--- src/rtl/popcount_pkg.sv ---
// Shared types and elaboration-time helpers for the serial popcount block.
package popcount_pkg;

    typedef enum logic [1:0] {
        IDLE  = 2'd0,
        COUNT = 2'd1,
        DONE  = 2'd2
    } state_t;

    function automatic int clog2(input int v);
        int r;
        r = 0;
        while ((1 << r) < v) r++;
        return r;
    endfunction

    function automatic int ceil_div(input int a, input int b);
        return (a + b - 1) / b;
    endfunction

endpackage

--- src/rtl/popcount_chunk.sv ---
// Combinational population count of one CHUNK-bit slice.
module popcount_chunk
    import popcount_pkg::*;
#(
    parameter  int CHUNK = 3,
    localparam int KW    = clog2(CHUNK + 1)
) (
    input  logic [CHUNK-1:0] bits,
    output logic [KW-1:0]    cnt
);

    always_comb begin
        cnt = '0;
        for (int i = 0; i < CHUNK; i++) begin
            cnt = cnt + KW'(bits[i]);
        end
    end

endmodule

--- src/rtl/popcount_serial.sv ---
// Serial popcount: accepts one operand, counts CHUNK bits per clock, then
// presents the total until the consumer takes it.
module popcount_serial
    import popcount_pkg::*;
#(
    parameter  int WIDTH = 15,
    parameter  int CHUNK = 3,
    localparam int CW    = clog2(WIDTH + 1)
) (
    input  logic             clk,
    input  logic             rst,
    input  logic             in_valid,
    output logic             in_ready,
    input  logic [WIDTH-1:0] data,
    input  logic             count_zeros,
    output logic             out_valid,
    input  logic             out_ready,
    output logic [CW-1:0]    count
);

    localparam int NCH = ceil_div(WIDTH, CHUNK);
    localparam int PW  = NCH * CHUNK;
    localparam int IW  = (NCH > 1) ? clog2(NCH) : 1;
    localparam int KW  = clog2(CHUNK + 1);

    state_t          state, state_nx;
    logic [PW-1:0]   op_q;
    logic [IW-1:0]   idx_q;
    logic [CW-1:0]   acc_q;
    logic [CW-1:0]   count_q;
    logic [KW-1:0]   chunk_cnt;
    logic [WIDTH-1:0] opnd;
    logic            last_chunk;

    // Inversion happens at capture, so zero-counting reuses the ones counter;
    // the padding above WIDTH is zero-filled and contributes nothing.
    assign opnd       = count_zeros ? ~data : data;
    assign last_chunk = (idx_q == IW'(NCH - 1));

    popcount_chunk #(.CHUNK(CHUNK)) u_chunk (
        .bits (op_q[CHUNK-1:0]),
        .cnt  (chunk_cnt)
    );

    always_ff @(posedge clk) begin
        if (rst) state <= IDLE;
        else     state <= state_nx;
    end

    always_comb begin
        state_nx = state;
        case (state)
            IDLE:    if (in_valid)   state_nx = COUNT;
            COUNT:   if (last_chunk) state_nx = DONE;
            DONE:    if (out_ready)  state_nx = IDLE;
            default: state_nx = IDLE;
        endcase
    end

    // The operand shifts down one chunk per cycle, so the chunk at idx is
    // always in the low CHUNK bits.
    always_ff @(posedge clk) begin
        if (rst) begin
            op_q    <= '0;
            idx_q   <= '0;
            acc_q   <= '0;
            count_q <= '0;
        end else begin
            case (state)
                IDLE: begin
                    if (in_valid) begin
                        op_q  <= PW'(opnd);
                        idx_q <= '0;
                        acc_q <= '0;
                    end
                end
                COUNT: begin
                    op_q  <= op_q >> CHUNK;
                    idx_q <= idx_q + IW'(1);
                    acc_q <= acc_q + CW'(chunk_cnt);
                    if (last_chunk) count_q <= acc_q + CW'(chunk_cnt);
                end
                DONE: begin
                    if (out_ready) count_q <= '0;
                end
                default: ;
            endcase
        end
    end

    assign in_ready  = (state == IDLE);
    assign out_valid = (state == DONE);
    assign count     = count_q;

endmodule

--- config.mk ---
export PLATFORM = sky130hd
export DESIGN_NAME = popcount_serial
export DESIGN_NICKNAME = d
export VERILOG_FILES = /design/src/rtl/popcount_pkg.sv /design/src/rtl/popcount_chunk.sv /design/src/rtl/popcount_serial.sv
export SDC_FILE = /design/constraint.sdc
export NUM_CORES = 1
export LEC_CHECK = 0
export CAP_MARGIN = 25
export CORE_ASPECT_RATIO = 0.9
export CORE_UTILIZATION = 40
export CTS_BUF_LIST = sky130_fd_sc_hd__clkbuf_8
export CTS_CLUSTER_DIAMETER = 120
export DETAILED_ROUTE_END_ITERATION = 12
export PLACE_DENSITY = 0.66
export SYNTH_ARGS = -nofsm -noshare
export SYNTH_HDL_FRONTEND = slang
export SYNTH_SLANG_ARGS = --single-unit
--- constraint.sdc ---
create_clock -name clk -period 2 [get_ports clk]
set_input_delay 0.4 -clock clk [delete_from_list [all_inputs] [get_ports clk]]
set_output_delay 0.4 -clock clk [all_outputs]
set_load 0.01 [all_outputs]
# [Word-level counts from Yosys, hierarchy flattened]
# Cells that the tools add are included.
[totals] wordCells=36 output_inout_bits=6 reg_bits=28
[classes] eq_ne=6 reduce_logical=6 addsub=4 n_mux=14 n_bitwise=1
[ops] operator="15-bit two-way mux" n=2
[ops] operator="15-bit one-hot mux with 2 select lines" n=1
[ops] operator="4-bit one-hot mux with 2 select lines" n=2
[ops] operator="15-bit NOT" n=1
[ops] operator="4-bit two-way mux" n=3
[ops] operator="2-bit two-way mux" n=3
[ops] operator="2-bit one-hot mux with 3 select lines" n=1
[ops] operator="3-bit one-hot mux with 2 select lines" n=1
[ops] operator="3-bit AND reduction" n=2
[ops] operator="4-bit by 2-bit adder with 4-bit output" n=1
[ops] operator="2-bit != test, second input constant" n=2
[ops] operator="2-bit nonzero test" n=2
[ops] operator="3-bit by 1-bit adder with 3-bit output, second input constant" n=1
[ops] operator="3-bit equality test, second input constant" n=1
[ops] operator="3-bit two-way mux" n=1
[ops] operator="1-bit by 1-bit adder with 2-bit output" n=1
[ops] operator="2-bit by 1-bit adder with 2-bit output" n=1
[ops] operator="2-bit by 1-bit equality test with 1-bit output, second input constant" n=1
[ops] operator="2-bit equality test, second input constant" n=1
[ops] operator="2-bit logical NOT" n=1
[ops] operator="2-bit by 1-bit != test with 1-bit output, second input constant" n=1
[ops] operator="2-bit AND reduction" n=1

# [Depth between registers and ports, before layout]
[depth] word_depth=5 ltp_mapped=6

# [By module]
# A second synthesis with hierarchy kept.
[hier_totals] cells_unflattened=146 hier_area_um2=1437.6
[modules_own_cells] module="popcount_serial" seq_area_each_um2=560.5 cells_per_inst=145 area_each_um2=1417.6 n_inst=1
[modules_own_cells] module="popcount_chunk" seq_area_each_um2=0.0 cells_per_inst=1 area_each_um2=20.0 n_inst=1

# [Worst setup path after synthesis]
# No wires, ideal clock.
[synth_path] kind="register to register" startpoint="register op_q[0]" endpoint="register acc_q[2]" t_required_ns=1.878 setup_time_ns=0.122 period_less_slack_ns=1.849 path_slack_ns=0.151 stages_incl_launch_ff=7 arrival_time_ns=1.727 cell_sequence="dfxtp_1 -> fa_1 -> ha_1 -> fa_1 -> nor3b_1 -> o21ai_0 -> a21oi_1"
[synth_between] elab_chain_cells=4
[synth_rtl] element="start, declared" line_no="popcount_serial.sv:27" text="logic [PW-1:0] op_q;"
[synth_rtl] element="start signal, assigned" line_no="popcount_serial.sv:72" text="op_q <= PW'(opnd);"
[synth_rtl] element="start signal, assigned" line_no="popcount_serial.sv:78" text="op_q <= op_q >> CHUNK;"
[synth_rtl] element="1-bit by 1-bit adder with 2-bit output" line_no="popcount_chunk.sv:15" text="cnt = cnt + KW'(bits[i]);"
[synth_rtl] element="2-bit by 1-bit adder with 2-bit output" line_no="popcount_chunk.sv:15"
[synth_rtl] element="4-bit by 2-bit adder with 4-bit output" line_no="popcount_serial.sv:80" text="acc_q <= acc_q + CW'(chunk_cnt);"
[synth_rtl] element="4-bit one-hot mux with 2 select lines" line_no="popcount_serial.sv:69" text="case (state)"
[synth_rtl] element="end signal, assigned" line_no="popcount_serial.sv:80"
[synth_rtl] element="end, declared" line_no="popcount_serial.sv:29" text="logic [CW-1:0] acc_q;"
# Every way passes these cells.
# A chain may end at the register's enable or synchronous reset.

# [Final worst setup path]
# Same ends and word-level chain as after synthesis.

==> key figures <==
STA
  • Tcrit/Tclk final: between 90% and 100%
  • Setup violations, final: 0
  • RSZ-0062 raised after global routing: no
  • Minimum clock period after layout: around 1900 ps
  • Setup ws final: ~130 ps
  • Slew @ Worst Pin: between 400 and 500 ps
  • Skew final: approximately 7.9 ps
  • Hold Violations, Final: 0
  • Setup TNS: 0 ps
  • F_max: around 530 MHz
  • Slew Limit Fails: 0
  • Rel. slew slack: between 60% and 70%

Critical path
  • Required time of the critical path: around 2200 ps
  • CP startpoint kind: register
  • Largest stage delay, worst path: between 400 and 500 ps
  • FF-to-FF End: acc_q[2]$_SDFFE_PP0P_
  • Critical Path AT: approximately 2000 ps
  • Crit. End Element: register
  • Worst r2r src: op_q[0]$_SDFFE_PP0P_
  • R2r setup slk: between 100 and 150 ps
  • Crit Path Class: reg -> reg
  • Cells along the critical path: fa_1 -> ha_1 -> fa_2 -> nor3b_1 -> o21ai_1 -> a21oi_1
  • Max FO, Critical Path: 3
  • Buf/Inv on CP: 0
  • Worst R2R Path Depth: 6
  • CP delay by family, top: adder cells
  • Slowest-stage cell, CP: fa_1

Die
  • Core box area: around 3500 um^2
  • # IOs: 26
  • Die Span Y: roughly 60 um
  • Initial cell density of the core: 43.0%
  • Die area: between 3000 and 4000 um^2
  • Row count: 20
  • Chip Width: between 60 and 70 um

Pwr
  • Pwr dens: between 600 and 700 nW/um^2
  • Worst vdd rail ir drop: 521 uV
  • Static Leak: around 0.0007 uW
  • Power consumption: 1230 uW

Clock tree
  • TritonCTS clock tree: yes
  • CTS max path bufs: 2
  • CTS root buffer: clkbuf_8
  • CTS Hold Bufs: 0
  • Worst skew pair latency: ~280 ps
  • Total CTS buffers: 3
  • H-tree depth: 1
  • CTS clk-pin slew, worst paths: 90 ps
  • TritonCTS Sinks: 28

Cells and area
  • Area growth syn-to-layout: 21.1%
  • Final core utilization: a little over half
  • Post-route insts no fill: 210
  • Share of layout cells above drive strength 1: between 10% and 20%
  • Diodes inserted: 0
  • Final #Nets: approximately 190

Flow run
  • Max_cap viols: 0

Hold path
  • Worst Hold End: count[0]$_SDFFE_PP0P_
  • Hold_sp: count[0]$_SDFFE_PP0P_
  • Hold Crit Class: reg -> reg
  • Hold-critical path depth: 2

Place
  • Post-place setup slack: between 40 and 50 ps
  • RePlAce Congestion: approximately 0.75
  • Placed instance count: approximately 210
  • PortBufs: 25
  • Hpwl dp: around 2100 um

Synthesis
  • Fraction of registers with async set/reset: 0%
  • Post-synthesis sequential area ratio: 37.7%
  • Mapped Cells: about 140
  • Syn Std Cell Area: approximately 1500 um^2
  • Area leader, netlist: dfxtp_1
  • Ys flop type: dfxtp_1
  • Area share of fa/ha/maj cells after synthesis: roughly 6.1%
  • Compound-Gate Fraction of Synth Area: between 20% and 30%
  • Post-Syn Nets: ~170
  • Xor and xnor area share after synthesis: under 10%
  • Synth Register Bits: 28
  • Largest family of logic cells by synthesized area: compound AO/OA/AOI/OAI gates
  • Yosys top cell area share: a little under two fifths
  • Top post-synthesis cells by area: dfxtp_1 38%, a22oi_1 9.1%, xor2_1 8.8%
  • Yosys cell types: 34
  • Post-synth EDFFs: 0
  • Mean Syn Cell Area: approximately 10 um^2
  • Post-synthesis mux area share: 0.673%
  • Simple-Gate Fraction of Synth Area: about 16%
  • Ys Warns: 0

Routing
  • Avg WL per Cell: around 14 um
  • DRC Markers: 0
  • Drt initial violations: 64
  • Remaining antenna violation count after routing: 0
  • Drt total wl: approximately 2900 um
  • Via count: about 1100
  • Pre-antenna DRT Iters: 4
  • Via/cell ratio: roughly 5.4

Global route
  • Initial antenna violation count: 0
  • Vias in the first global route: 1100
  • Global route overflow: 0
  • Tot GR Track Use: between 10% and 20%
  • Largest net degree at the start of global routing: 22
  • Global-route wire length before repair: about 5000 um

Outcome
  • Status: completed
layout make-up:
| cell class | instances | area [um^2] |
|---|---|---|
| fill | 332 | 1650 |
| clock inverter | 1 | 30.0 |
| tap | 44 | 55.1 |
| clock buffer | 3 | 41.3 |
| inverter | 2 | 7.51 |
| sequential | 28 | 561 |
| timing repair buffer | 30 | 288 |
| multi-input combinational | 102 | 818 |
repair_timing:
item,CTS,global route
setup endpoints to repair,0,2
setup buffers,0,0
endpoints found under the hold margin,0,0
resized for setup,0,4
tightest hold or removal path: cells and delay by family, from the launching register on:
family	cells	cell delay, ps
and+or+nand+nor	1	60
AOI/OAI and AO/OA	1	60
DFF	1	320
cell usage in the layout (no fill, tap or decap), drive strengths merged, types with 4 or more instances in the layout:
master	count
xor2	15
clkdlybuf4s50	25
nor2	8
ha	4
nand2	5
dfxtp	28
a22oi	18
nor2b	6
nand3	4
a21oi	6
o2bb2ai	13
buf	5
cells by family (layout without fill, tap and decap cells):
logic type / count (synthesis) / in the layout
adder cells (fa/ha/maj): 6 / 6
multiplexers: 1 / 1
buffers and inverters: 13 / 36
XOR/XNOR: 15 / 15
AND/OR/NAND/NOR: 35 / 35
flip-flops: 28 / 28
AO/OA/AOI/OAI: 45 / 45
report_power, final:
part	total [uW]	internal [uW]	switching (uW)
registers	603	585	18.2
clock network	441	268	173
logic	187	96.8	89.9
total	1230	950	281
worst max-delay path by stage:
stage	startpoint	end	slack (ps)	depth (start not counted)
4_1_cts	op_q[0]$_SDFFE_PP0P_	count[2]$_SDFFE_PP0P_	40	6
3_3_place_gp	op_q[0]$_SDFFE_PP0P_	count[2]$_SDFFE_PP0P_	110	6
5_1_grt	op_q[0]$_SDFFE_PP0P_	count[2]$_SDFFE_PP0P_	50	6
2_1_floorplan	op_q[0]$_SDFFE_PP0P_	acc_q[2]$_SDFFE_PP0P_	150	6
3_5_place_dp	op_q[0]$_SDFFE_PP0P_	count[2]$_SDFFE_PP0P_	50	6
6_report	op_q[0]$_SDFFE_PP0P_	acc_q[2]$_SDFFE_PP0P_	130	6
metal layers:
metal / track usage, % / wire length [um] / vias to the layer above
met5: 0 / 0 / -
met4: 6.38 / 40 / 0
met3: 4.77 / 110 / 6
met2: 30.3 / 1420 / 22
met1: 19.2 / 1300 / 534
li1: - / - / 565
cells in the mapped netlist, types with 2 or more instances:
cell,number
nor2_1,8
dfxtp_1,28
nand3_1,4
o2bb2ai_1,13
inv_1,2
nor2b_1,4
fa_1,2
o21ai_0,3
and2b_2,2
buf_2,3
ha_1,4
nand2b_1,2
nand2_1,5
buf_6,6
nor3b_1,2
xor2_1,15
a22oi_1,18
a21oi_1,6
state kept, by name (all words and copies together), names as in the netlist:
register / cells
idx_q: 3
op_q: 15
state: 2
count: 4
acc_q: 4
per-stage QoR:
step	hold slack [ps]	cell area, um^2
after CTS	477	1800
after global placement	447	1720
after detailed placement	456	1720
after global routing	484	1800
final	473	1800
after floorplan	433	1490
(Power assumes the default switching activity.)
